File: src/rtl/shiftreg_pkg.sv
// Shared definitions for the SIPO deframer slice.
//   state_e       : deframer FSM encoding (PARITY is always present in the encoding,
//                   reachable only when SHIFTREG_SIPO_PARITY_EN is defined)
//   DEFAULT_WIDTH : default number of data bits per frame
package shiftreg_pkg;

    localparam int unsigned DEFAULT_WIDTH = 4;

    typedef enum logic [1:0] {
        IDLE   = 2'd0,
        SHIFT  = 2'd1,
        PARITY = 2'd2
    } state_e;

endpackage

File: src/rtl/shiftreg_out_reg.sv
// One-entry valid/ready holding register with overrun detection.
// Ports:
//   i_clk, i_rst_n : clock, asynchronous active-low reset
//   i_load, i_word : a completed word is offered this cycle
//   i_ready        : consumer accepts o_dout when o_valid && i_ready
//   i_clr          : synchronous clear of the sticky overrun flag
//   o_dout         : held word, stable while o_valid
//   o_valid        : o_dout holds an unconsumed word
//   o_overrun      : sticky, a completed word was dropped
module shiftreg_out_reg
    import shiftreg_pkg::*;
#(
    parameter int unsigned WIDTH = DEFAULT_WIDTH
) (
    input  logic             i_clk,
    input  logic             i_rst_n,
    input  logic             i_load,
    input  logic [WIDTH-1:0] i_word,
    input  logic             i_ready,
    input  logic             i_clr,
    output logic [WIDTH-1:0] o_dout,
    output logic             o_valid,
    output logic             o_overrun
);

    logic [WIDTH-1:0] r_dout;
    logic             r_valid;
    logic             r_overrun;

    logic w_take;
    logic w_store;
    logic w_drop;

    // A word can be stored when the slot is empty or being emptied this cycle.
    assign w_take  = r_valid & i_ready;
    assign w_store = i_load & (~r_valid | i_ready);
    assign w_drop  = i_load & r_valid & ~i_ready;

    always_ff @(posedge i_clk or negedge i_rst_n) begin
        if (!i_rst_n) begin
            r_dout    <= '0;
            r_valid   <= 1'b0;
            r_overrun <= 1'b0;
        end else begin
            if (w_store) begin
                r_dout <= i_word;
            end
            r_valid   <= w_store | (r_valid & ~w_take);
            // A new drop wins over a simultaneous clear.
            r_overrun <= w_drop | (r_overrun & ~i_clr);
        end
    end

    assign o_dout    = r_dout;
    assign o_valid   = r_valid;
    assign o_overrun = r_overrun;

endmodule

File: src/rtl/shiftreg_sipo_deframer.sv
// Serial-in parallel-out deframer: hunts for a start bit (1), shifts in WIDTH data
// bits MSB-first and presents the word on a valid/ready output.
// Optional feature macro: SHIFTREG_SIPO_PARITY_EN adds an even-parity bit after the
// data, the o_parity_err port, and drives o_err = parity_err | overrun.
// Ports:
//   i_clk, i_rst_n : clock, asynchronous active-low reset
//   i_en           : sample strobe, i_din only meaningful when high
//   i_din          : serial data from the upstream PISO
//   o_dout         : received word, MSB is the first data bit
//   o_valid        : o_dout holds an unconsumed word
//   i_ready        : consumer accepts o_dout when o_valid && i_ready
//   o_overrun      : sticky, a completed frame was dropped
//   i_clr          : synchronous clear of the sticky flags
//   o_busy         : FSM is not idle
//   o_parity_err   : sticky parity mismatch (parity build only)
//   o_err          : error sink for the TMR voter
module shiftreg_sipo_deframer
    import shiftreg_pkg::*;
#(
    parameter int unsigned WIDTH = DEFAULT_WIDTH
) (
    input  logic             i_clk,
    input  logic             i_rst_n,
    input  logic             i_en,
    input  logic             i_din,
    output logic [WIDTH-1:0] o_dout,
    output logic             o_valid,
    input  logic             i_ready,
    output logic             o_overrun,
    input  logic             i_clr,
    output logic             o_busy,
`ifdef SHIFTREG_SIPO_PARITY_EN
    output logic             o_parity_err,
`endif
    output logic             o_err
);

    localparam int unsigned CNT_W = $clog2(WIDTH + 1);
    localparam logic [CNT_W-1:0] LAST_CNT = CNT_W'(WIDTH - 1);

    state_e           r_state;
    state_e           w_state_nxt;
    logic [WIDTH-1:0] r_shreg;
    logic [WIDTH-1:0] w_shreg_nxt;
    logic [CNT_W-1:0] r_cnt;
    logic [CNT_W-1:0] w_cnt_nxt;
    logic             w_load;
    logic [WIDTH-1:0] w_word;
    logic             w_overrun;

`ifdef SHIFTREG_SIPO_PARITY_EN
    logic w_par_bad;
    logic r_parity_err;
`else
    // The MSB of the shifter is only read back in the parity build.
    logic w_unused_msb;
    assign w_unused_msb = r_shreg[WIDTH-1];
`endif

    always_comb begin
        w_state_nxt = r_state;
        w_shreg_nxt = r_shreg;
        w_cnt_nxt   = r_cnt;
        w_load      = 1'b0;
        w_word      = r_shreg;
`ifdef SHIFTREG_SIPO_PARITY_EN
        w_par_bad   = 1'b0;
`endif
        if (i_en) begin
            case (r_state)
                IDLE: begin
                    if (i_din) begin
                        w_state_nxt = SHIFT;
                        w_cnt_nxt   = '0;
                    end
                end
                SHIFT: begin
                    w_shreg_nxt = {r_shreg[WIDTH-2:0], i_din};
                    w_cnt_nxt   = r_cnt + CNT_W'(1);
                    if (r_cnt == LAST_CNT) begin
`ifdef SHIFTREG_SIPO_PARITY_EN
                        w_state_nxt = PARITY;
`else
                        w_state_nxt = IDLE;
                        w_load      = 1'b1;
                        w_word      = w_shreg_nxt;
`endif
                    end
                end
`ifdef SHIFTREG_SIPO_PARITY_EN
                PARITY: begin
                    // Even parity over data plus parity bit must be 0.
                    w_state_nxt = IDLE;
                    w_load      = 1'b1;
                    w_word      = r_shreg;
                    w_par_bad   = (^r_shreg) ^ i_din;
                end
`endif
                default: w_state_nxt = IDLE;
            endcase
        end
    end

    always_ff @(posedge i_clk or negedge i_rst_n) begin
        if (!i_rst_n) begin
            r_state <= IDLE;
            r_shreg <= '0;
            r_cnt   <= '0;
        end else begin
            r_state <= w_state_nxt;
            r_shreg <= w_shreg_nxt;
            r_cnt   <= w_cnt_nxt;
        end
    end

    shiftreg_out_reg #(
        .WIDTH(WIDTH)
    ) u_out_reg (
        .i_clk    (i_clk),
        .i_rst_n  (i_rst_n),
        .i_load   (w_load),
        .i_word   (w_word),
        .i_ready  (i_ready),
        .i_clr    (i_clr),
        .o_dout   (o_dout),
        .o_valid  (o_valid),
        .o_overrun(w_overrun)
    );

    assign o_overrun = w_overrun;
    assign o_busy    = (r_state != IDLE);

`ifdef SHIFTREG_SIPO_PARITY_EN
    // Set even if the word itself is dropped for overrun; set wins over clear.
    always_ff @(posedge i_clk or negedge i_rst_n) begin
        if (!i_rst_n) begin
            r_parity_err <= 1'b0;
        end else begin
            r_parity_err <= (w_load & w_par_bad) | (r_parity_err & ~i_clr);
        end
    end

    assign o_parity_err = r_parity_err;
    assign o_err        = r_parity_err | w_overrun;
`else
    assign o_err = 1'b0;
`endif

endmodule

File: config.mk
export PLATFORM = sky130hd
export DESIGN_NAME = shiftreg_sipo_deframer
export DESIGN_NICKNAME = d
export VERILOG_FILES = /design/src/rtl/shiftreg_pkg.sv /design/src/rtl/shiftreg_out_reg.sv /design/src/rtl/shiftreg_sipo_deframer.sv
export SDC_FILE = /design/constraint.sdc
export NUM_CORES = 1
export LEC_CHECK = 0
export BUFFER_PORTS_ARGS = -buffer_cell sky130_fd_sc_hd__buf_2
export CORE_AREA = 4 4 41 43
export DETAILED_ROUTE_END_ITERATION = 12
export DIE_AREA = 0 0 45 47
export PLACE_DENSITY = 0.65
export SYNTH_ARGS = -nofsm -noshare
export SYNTH_HDL_FRONTEND = slang
export SYNTH_SLANG_ARGS = --single-unit
File: constraint.sdc
create_clock -name i_clk -period 3.5 [get_ports i_clk]
set_clock_uncertainty 0.1 [all_clocks]
set_input_delay 0.175 -clock i_clk [delete_from_list [all_inputs] [get_ports i_clk]]
set_output_delay 0.175 -clock i_clk [all_outputs]
set_load 0.01 [all_outputs]
==> key figures <==
Run status
  – Status: finished clean

Placed design
  – IO Port Bufs: 12
  – Placer Congestion: 0.690
  – Area of placed instances: 607 sq um
  – Detailed Place HPWL: 670 um
  – Placed cells: 66

Drt
  – Average wire per standard cell: 12.4 um
  – Via density: 5.10
  – Routed Antenna Nets: 0
  – Vias: 367
  – Remaining DRCs: 0
  – Starting DRC count in detailed routing: 3
  – DRT Pass-1 Iters: 2
  – WL final: 896 um

Layout
  – Final Cell Area: 653 sq um
  – Commonest non-fill, non-tap cells in the layout: dfrtp_1 (13), buf_2 (12), mux2_2 (7)
  – Area Overhead vs Synth: 22.0%
  – Final instance count without filler cells: 72
  – Number of diodes: 0
  – Commonest non-fill, non-tap cell in the layout: dfrtp_1
  – Util after Layout: 50.2%
  – Ratio of cells with drive above 1 in the final layout: 42.1%
  – NumNets Final: 66

Floorplan
  – Number of cell rows: 13
  – Die area: 0.00212 sq mm
  – Ports: 14
  – Die Wd: 45 um
  – Core footprint: 0.00130 sq mm
  – Die H: 47 um
  – Starting Density: 41.2%

Worst setup path
  – Buf/Inv on CP: 0
  – Critical path's largest stage delay: 0.37 ns
  – Most used cell, CP: ha_1
  – Top delay family on crit path: flip-flops
  – Kind of critical path: reg -> reg
  – CP cell instances: ha_1, ha_1, nand3_2, nor2b_4, mux2_2
  – Critical Path AT: 1.61 ns
  – Crit. path cell count: 5
  – Crit-path max FO: 4
  – Cell count of the worst reg-to-reg path: 5
  – Critical Path RT: 3.56 ns
  – Slowest-stage cell, CP: dfrtp_1
  – Setup crit start kind: flip-flop
  – Crit. End Element: flip-flop

Clocking
  – H-Tree Depth: 1
  – Root Buffer: clkbuf_4
  – CTS Buffer Depth: 2
  – TritonCTS clock tree: yes
  – Reg clk slew, reported paths: 0.08 ns
  – Clock Sinks: 13
  – Clk_lat worst skew: 0.27 ns
  – TritonCTS buffer count: 3
  – Post CTS Setup Buffer Count: 0

Timing
  – Final cycle utilization of the critical path: 44.1%
  – Setup TNS: 0 ns
  – RSZ-0062 raised after global routing: no
  – Max Clk Rate: 0.648 GHz
  – Slew Viols, Final: 0
  – Final Hold Viols: 0
  – Final hold slack: 0.0713 ns
  – # setup viols final: 0
  – Fin crit period: 1.54 ns

GRT
  – GRT busiest layer: met2
  – Grt ovf: 0
  – Initial antenna violation count: 0
  – First-pass GRT wire length: 1420 um
  – GR Util met2: 16.4%
  – Number of global-route vias before repair: 361
  – Met3 usage: 3.45%
  – Met1 track demand over resource: 10.7%
  – Total GRT Usage: 9.72%
  – Largest net degree at the start of global routing: 14

Worst hold path
  – Worst hold path class: in -> reg
  – Hold Path Cell Cnt: 2

Yosys
  – Post-synthesis sequential area ratio: 60.7%
  – Post-Synthesis Cells: 40
  – Unique masters post-synth: 15
  – Mapped Avg Cell Area: 13.4 sq um
  – Synth warn: 0
  – Syn Nets: 48
  – Syn Std Cell Area: 536 sq um
  – FF+latch count, synth: 13

Power and ir drop
  – VDD IR max: 0.356 mV
  – Lkg Pwr: 0.000320 uW
  – Power Density: 780 mW/mm^2

Run
  – Max_cap viols: 0
-- where the power goes --
| part | switching, uW | internal, uW |
|---|---|---|
| clock network | 47.5 | 44.2 |
| logic | 74.7 | 89.2 |
| registers | 39.7 | 214 |
| total | 162 | 348 |
-- worst paths after layout --
path	slack, ns	startpoint	to
setup / recovery	1.96	r_cnt[0]	u_out_reg.o_dout[2]
setup reg to reg	1.96	r_cnt[0]	u_out_reg.o_dout[2]
hold / removal	0.07	i_en	r_state[0]
min in group asynchronous	0.21	i_rst_n	u_out_reg.o_overrun
hold reg to reg	0.40	u_out_reg.o_dout[1]	u_out_reg.o_dout[1]
max in group asynchronous	2.87	i_rst_n	u_out_reg.o_valid
-- metrics by stage --
step	total power, uW	setup slack (ns)
global route	550	1.86
finish	510	1.96
detailed placement	423	1.96
CTS	519	1.94
floorplan	361	2.04
global placement	419	1.97
-- sequential cells by signal, summed over array words and instances, names as in the netlist --
signal / flops
r_state: 1
r_shreg: 3
u_out_reg.o_valid: 1
r_cnt: 3
u_out_reg.o_dout: 4
u_out_reg.o_overrun: 1
-- cell usage after synthesis --
library cell   n  area share (%)
mux2_2         7              15
a31oi_1        1             1.2
o22ai_1        1             1.2
inv_1          2             1.4
a21oi_1        1            0.93
nand2b_1       1             1.2
nor2b_4        1             2.6
ha_1           2             4.7
nand3_2        1             1.9
buf_4          1             1.4
nand2_1        4             2.8
conb_1         1            0.70
dfrtp_1       13              61
o21ai_0        3             2.8
a32o_1         1             1.9
-- metal layers --
layer / up-vias / wire length, um
met5: - / 0
met4: 0 / 17
met3: 2 / 67
met2: 12 / 402
met1: 180 / 408
li1: 173 / -
-- cell families (layout without fill, tap and decap cells) --
family          count (synthesis)  in the layout  share of synthesized area, %
fa+ha+maj                       2              2                          4.67
other cells                     1              1                         0.700
mux                             7              7                          14.7
compound gates                  7              7                          7.94
flops                          13             13                          60.7
simple gates                    7              7                          8.41
buf+inv                         3             20                          2.80
-- area by class of cell --
| cell class | count | area [sq um] |
|---|---|---|
| flip-flops and latches | 13 | 325 |
| well taps | 15 | 18.8 |
| fillers | 124 | 648 |
| repair buffers | 14 | 80.1 |
| clock buffers | 4 | 26.3 |
| multi-input cells | 24 | 195 |
| inverters | 2 | 7.51 |
-- worst register-to-register path, delay by kind of cell, from the launching register on --
| family | cells | cell delay (ns) |
|---|---|---|
| adders and majority gates | 2 | 0.33 |
| DFF | 1 | 0.37 |
| muxes | 1 | 0.34 |
| and+or+nand+nor | 2 | 0.30 |
-- timing repair --
item / in CTS / in global routing
endpoints found under the setup margin: 0 / 0
resized for setup: 0 / 0
endpoints found under the hold margin: 14 / 0
hold buffers: 2 / 0
Power figures use the tool's default switching activity.
